===== config.mk =====
export PLATFORM = sky130hd
export DESIGN_NAME = ysyx_23060061_alu_arbiter
export DESIGN_NICKNAME = d
export VERILOG_FILES = /design/src/rtl/ysyx_23060061_alu_arbiter.sv
export SDC_FILE = /design/constraint.sdc
export NUM_CORES = 1
export LEC_CHECK = 0
export BUFFER_PORTS_ARGS = -buffer_cell sky130_fd_sc_hd__buf_2
export CELL_PAD_IN_SITES_DETAIL_PLACEMENT = 1
export CELL_PAD_IN_SITES_GLOBAL_PLACEMENT = 1
export CORE_MARGIN = 10
export CORE_UTILIZATION = 34
export CTS_BUF_LIST = sky130_fd_sc_hd__clkbuf_8 sky130_fd_sc_hd__clkbuf_16
export CTS_CLUSTER_SIZE = 14
export DETAILED_ROUTE_END_ITERATION = 10
export PLACE_DENSITY = 0.84
export REMOVE_ABC_BUFFERS = 1
export SETUP_SLACK_MARGIN = 0.15
export SLEW_MARGIN = 0
export SYNTH_ARGS = -nofsm -noshare
export SYNTH_HDL_FRONTEND = slang
export SYNTH_SLANG_ARGS = --single-unit

===== constraint.sdc =====
create_clock -name clk -period 4.55 [get_ports clk]
set_clock_uncertainty 0.2 [all_clocks]
set_input_delay 1.1375 -clock clk [delete_from_list [all_inputs] [get_ports clk]]
set_output_delay 1.1375 -clock clk [all_outputs]
set_load 0.01 [all_outputs]

===== src/rtl/ysyx_23060061_alu_arbiter.sv =====
// Two-requester round-robin arbiter/sequencer in front of the shared NPC ALU.
// One transaction in flight: IDLE (grant/latch) -> EXEC (drive ALU) -> RESP (hold result).
module ysyx_23060061_alu_arbiter #(
  parameter int WIDTH = 32
) (
  input  logic             clk,
  input  logic             rst_n,
  input  logic             req0_valid,
  output logic             req0_ready,
  input  logic [WIDTH-1:0] req0_a,
  input  logic [WIDTH-1:0] req0_b,
  input  logic [3:0]       req0_op,
  input  logic             req1_valid,
  output logic             req1_ready,
  input  logic [WIDTH-1:0] req1_a,
  input  logic [WIDTH-1:0] req1_b,
  input  logic [3:0]       req1_op,
  output logic             resp0_valid,
  input  logic             resp0_ready,
  output logic             resp1_valid,
  input  logic             resp1_ready,
  output logic [WIDTH-1:0] resp_data,
  output logic [WIDTH-1:0] alu_a,
  output logic [WIDTH-1:0] alu_b,
  output logic [3:0]       alu_op,
  input  logic [WIDTH-1:0] alu_out
);

  typedef enum logic [1:0] {
    IDLE = 2'd0,
    EXEC = 2'd1,
    RESP = 2'd2
  } state_e;

  state_e           state_q, state_d;
  logic [WIDTH-1:0] op_a_q, op_a_d;
  logic [WIDTH-1:0] op_b_q, op_b_d;
  logic [3:0]       op_code_q, op_code_d;
  logic             owner_q, owner_d;
  logic             last_grant_q, last_grant_d;
  logic [WIDTH-1:0] result_q, result_d;

  logic grant0, grant1;
  logic owner_resp_ready;

  // On a tie the requester that did not win last time is granted.
  assign grant0 = req0_valid & (~req1_valid | last_grant_q);
  assign grant1 = req1_valid & (~req0_valid | ~last_grant_q);

  assign owner_resp_ready = owner_q ? resp1_ready : resp0_ready;

  // Readies are also gated by rst_n so they read 0 while reset is held.
  assign req0_ready  = rst_n & (state_q == IDLE) & grant0;
  assign req1_ready  = rst_n & (state_q == IDLE) & grant1;
  assign resp0_valid = (state_q == RESP) & ~owner_q;
  assign resp1_valid = (state_q == RESP) &  owner_q;
  assign resp_data   = result_q;
  assign alu_a       = op_a_q;
  assign alu_b       = op_b_q;
  assign alu_op      = op_code_q;

  always_comb begin
    state_d      = state_q;
    op_a_d       = op_a_q;
    op_b_d       = op_b_q;
    op_code_d    = op_code_q;
    owner_d      = owner_q;
    last_grant_d = last_grant_q;
    result_d     = result_q;
    unique case (state_q)
      IDLE: begin
        if (grant0) begin
          op_a_d    = req0_a;
          op_b_d    = req0_b;
          op_code_d = req0_op;
          owner_d   = 1'b0;
          state_d   = EXEC;
        end else if (grant1) begin
          op_a_d    = req1_a;
          op_b_d    = req1_b;
          op_code_d = req1_op;
          owner_d   = 1'b1;
          state_d   = EXEC;
        end
      end
      EXEC: begin
        result_d = alu_out;
        state_d  = RESP;
      end
      RESP: begin
        if (owner_resp_ready) begin
          last_grant_d = owner_q;
          state_d      = IDLE;
        end
      end
      default: state_d = IDLE;
    endcase
  end

  always_ff @(posedge clk or negedge rst_n) begin
    if (!rst_n) begin
      state_q      <= IDLE;
      op_a_q       <= '0;
      op_b_q       <= '0;
      op_code_q    <= '0;
      owner_q      <= 1'b0;
      last_grant_q <= 1'b1;
      result_q     <= '0;
    end else begin
      state_q      <= state_d;
      op_a_q       <= op_a_d;
      op_b_q       <= op_b_d;
      op_code_q    <= op_code_d;
      owner_q      <= owner_d;
      last_grant_q <= last_grant_d;
      result_q     <= result_d;
    end
  end

endmodule


-- Yosys cells after proc, flatten, opt, wreduce, memory -nomap -nowiden
Index checks and enable logic that the tools add are counted.
W data, S select, Z words.
- eq/ne operators: 4
- muxes and demuxes: 13
- bitwise logic cells: 13
- reduce and logical (&&, ||, !) cells: 5
- operator list (cell ; count):
    $mux W32 ; 4
    $mux W4 ; 2
    $and A1 B1 Y1 ; 7
    $mux W2 ; 3
    $pmux W2 S3 ; 1
    $reduce_and A2 Y1 ; 3
    $not A1 Y1 ; 4
    $mux W1 ; 3
    $ne A3 B3 Y1 const B ; 1
    $eq A2 B1 Y1 const B ; 1
    $eq A2 B2 Y1 const B ; 1
    $logic_not A2 Y1 ; 1
    $ne A2 B2 Y1 const B ; 1
    $or A1 B1 Y1 ; 2
    $reduce_bool A2 Y1 ; 1
- register bits: 104
- input port bits: 174
- output and inout port bits: 104
- word-level logic and storage cells: 42

-- Depth between registers and ports, before layout
- depth in word-level cells: 6
- gate-level depth with buffers: 8
- depth with buffers taken out: 3

-- Worst setup path before layout
OpenSTA, ideal clock, no wires.
- path kind: input to output
- from: in req0_valid
- to: out req0_ready
- data arrival time: 2036 ps
- required time: 3213 ps
- setup slack: 1177 ps
- cell stages on the path: 5
- path buffers: 3
- path through: buf_2 inv_1 clkbuf_1 clkbuf_1 nor3_1
- word-level cells in the longest chain between the ends: 2
- ends and longest elaborated chain (what ; RTL line ; RTL):
    start: declaration ; 8 ; input logic req0_valid,
    $and A1 B1 Y1 ; 47 ; assign grant0 = req0_valid & (~req1_valid | last_grant_q);
    $and A1 B1 Y1 ; 53 ; assign req0_ready = rst_n & (state_q == IDLE) & grant0;
    end: declaration ; 9 ; output logic req0_ready,
Every way passes these cells.

-- Worst setup path in the final report
- from: in req1_valid
- to: out req0_ready
- word-level cells in the longest chain between the ends: 4
- ends and longest elaborated chain (what ; RTL line ; RTL):
    start: declaration ; 13 ; input logic req1_valid,
    $not A1 Y1 ; 47 ;
    $or A1 B1 Y1 ; 47 ;
    $and A1 B1 Y1 ; 47 ;
    $and A1 B1 Y1 ; 53 ;
Every way passes these cells.

==> key figures <==
CTS
  – CTS H-tree lvls: 3
  – Setup Fix Bufs, Post-CTS: 0
  – Cts hold-fix bufs: 0
  – Clock Sinks: 104
  – CTS tree: done
  – Cts bufs inserted: 9
  – Reg clk slew, reported paths: 0.07 ns
  – CTS root buffer: clkbuf_16
  – Clk_lat worst skew: 0.34 ns
  – CTS resizes: 0
  – Max Root-Sink Buffers: 2

Synthesis
  – Post-synth cell types: 27
  – Post-synth EDFFs: 0
  – Seq cells post-synth: 104
  – Mapped Cells: 487
  – Post-synthesis cell area: 0.00486 mm^2
  – Register area share after synthesis: about 54%
  – Synth area leaders: dfrtp_1 (53%), mux2_2 (7.6%), a31oi_1 (7.5%)
  – Top cells by count, synth: dfrtp_1 (103), a21oi_1 (68), nand3_1 (68), o21ai_0 (68), a31oi_1 (58)
  – Asr flop ratio synth: 100%
  – Post-synth top flop: dfrtp_1
  – Avg Cell Area, Syn: roughly 10 um^2
  – Top cell type by total area after synthesis: dfrtp_1
  – Dominant cell by count in the synthesized netlist: dfrtp_1
  – Synth warn: 0
  – Synth top area share: a little over half

Global route
  – Remaining Overflow, GRT: 0
  – Largest net degree at the start of global routing: slightly below 70
  – Total track usage: 20.2%
  – Met3 Resource Use GR: 6.50%
  – Vias in the first global route: 5,542
  – Met1 usage: 23.9%
  – Initial antenna violation count: 2
  – First-pass GRT wire length: 31.8 mm
  – Met2 Use GR: 33.1%
  – Busiest grt layer: met2

Setup path
  – R2R setup slack: 1.73 ns
  – Arrival time of the worst setup path: 1.88 ns
  – Startpoint Class: primary input
  – Maximum fanout along the worst path: 5
  – Worst r2r src: state_q[0]
  – Reg2Reg Depth: 5
  – Critical Path RT: between 3 and 4 ns
  – Critical Path Sink Type: output pin
  – Worst reg2reg endpoint: alu_a[14]
  – Crit Path Class: in -> out

Detailed routing
  – Average vias per placed instance: 5.57
  – Initial drt markers: 240
  – Drt drc: 0
  – Antenna Nets Post-Route: 0
  – First-pass DRT Iterations: 4
  – Vias after detailed routing: 5,092
  – Post-Route WL: 20.7 mm
  – WL per Instance: 22.6 um

Placed design
  – Placed insts: between 800 and 900
  – Final GP Congestion: 0.892
  – Final HPWL DP: 15.3 mm
  – I/O Buffers: 277

Power
  – Net Sw Power: 0.00187 W
  – Peak supply drop: 0.279 mV
  – Sw Share: 40.9%
  – Clk pwr share: approximately 17%
  – Part of the power in registers: 36.7%
  – Pint: 0.00270 W
  – Power per Cell Area: 689 mW/mm^2
  – Comb power frac: 46.4%
  – Lkg Pwr: 3.05 nW

STA
  – Final setup fails: 0
  – Fmax achieved: 311 MHz
  – Tmin final: ~3.2 ns
  – Slew @ Worst Pin: between 0.7 and 0.8 ns
  – Max Slew Vio Count: 0
  – Hold Vio Cnt, Final: 0
  – Period utilisation layout: between 70% and 80%
  – Relative slew slack: 47.8%
  – Setup repair after global routing missed its margin: no

Floorplan
  – Die Ht: roughly 140 um
  – Core Box Area: 0.0139 mm^2
  – Die area: 0.0195 mm^2
  – # rows: between 40 and 50
  – Top-Level Pins: 278
  – Chip Width: ~140 um
  – Starting Density: 34.9%

Layout
  – Fill cells: 1,690
  – Final core occ: 47.5%
  – Share of cells above drive strength 1: 47.9%
  – Final net count: 902
  – Layout Cells excl Fill: 915
  – P&R area growth vs syn: 36.1%

Min path
  – Worst Hold End: resp_data[9]
  – WHS Path Cells: 1
  – Hold Path Class: reg -> reg
  – Hold path startpoint: resp_data[9]

Run status
  – Outcome: complete, no violations

Run
  – Max cap viols: 0
## power groups by stage
stage	sequential [W]	clock (W)	combinational, W
after floorplan	0.00187	0	0.000928
final	0.00167	0.000770	0.00212
after global routing	0.00174	0.000826	0.00232
after CTS	0.00168	0.000789	0.00215
after detailed placement	0.00169	0	0.00215
after global placement	0.00164	0	0.00206
## kinds of logic after synthesis
| group | after synthesis | share of synthesized area [%] |
|---|---|---|
| compound gates | 208 | 24.7 |
| buf+inv | 58 | 5.33 |
| flops | 104 | 53.6 |
| mux | 33 | 7.64 |
| simple gates | 84 | 8.80 |
## cell usage in the layout, fill, tap and decap left out
master / netlist / final
a21o_1: 1 / 1
a21oi_1: 68 / 68
a22o_1: 1 / 1
a31oi_1: 58 / 58
a31oi_2: 10 / 10
a32o_1: 1 / 1
and2_1: 2 / 1
and2_2: 0 / 1
and2b_2: 0 / 1
and4_1: 1 / 1
buf_12: 0 / 1
buf_2: 14 / 276
buf_4: 0 / 10
bufinv_16: 0 / 1
clkbuf_16: 0 / 9
clkinv_2: 0 / 2
clkinv_4: 0 / 2
dfrtp_1: 103 / 103
dfstp_2: 1 / 1
diode_2: 0 / 2
inv_1: 1 / 2
inv_2: 0 / 1
mux2_2: 33 / 33
nand2_1: 4 / 4
nand2b_1: 3 / 2
nand2b_2: 0 / 1
nand3_1: 68 / 68
nor2_1: 2 / 1
nor2_4: 0 / 1
nor2b_1: 1 / 1
nor3_1: 1 / 1
o21ai_0: 68 / 68
o21ai_1: 1 / 1
or2_2: 0 / 1
## stage by stage
stage | setup slack, ns | TNS [ns] | hold slack [ns] | power [W] | instance area (um^2)
final | 1.33 | 0 | 0.304 | 0.00456 | 6620
after global routing | 1.28 | 0 | 0.320 | 0.00488 | 6620
after CTS | 1.30 | 0 | 0.306 | 0.00462 | 6610
after detailed placement | 1.30 | 0 | 0.288 | 0.00384 | 6320
after global placement | 1.26 | 0 | 0.281 | 0.00369 | 6320
after floorplan | -0.459 | -30.56 | 0.330 | 0.00280 | 4610
## critical path: stages
cell and delay, ns:
buf_2 0.13, and2b_2 0.20, nor3_1 0.22, buf_2 0.20
## layout make-up
cell class              instances  area (um^2)  area share, %
well taps                     180          225           3.40
clock buffers                   9          225           3.40
diodes                          2         5.00         0.0756
inverters                       1         3.75         0.0567
clock inverters                 7         65.1          0.983
multi-input cells             325         2010           30.4
repair buffers                287         1480           22.3
flip-flops and latches        104         2600           39.4
## flip-flops by register name, indices dropped and copies added, names as in the netlist
register and cells:
last_grant_q 1, owner_q 1, resp_data 32, alu_op 4
alu_b 32, state_q 2, alu_a 32
## metal layers
metal | vias up | part of all wire (%)
li1 | 2286 | -
met1 | 2483 | 41
met2 | 278 | 47
met3 | 43 | 8.8
met4 | 2 | 3.1
met5 | - | 0.063
## worst max-delay path by stage
stage	startpoint	end	slack, ns	cells after the start
after floorplan	req0_valid	alu_a[3]	-0.46	3
after global placement	req1_valid	req0_ready	1.26	4
after detailed placement	req1_valid	req0_ready	1.30	4
after CTS	req1_valid	req0_ready	1.30	4
after global routing	req1_valid	req0_ready	1.28	4
final	req1_valid	req0_ready	1.33	4
Power figures use the tool's default switching activity.
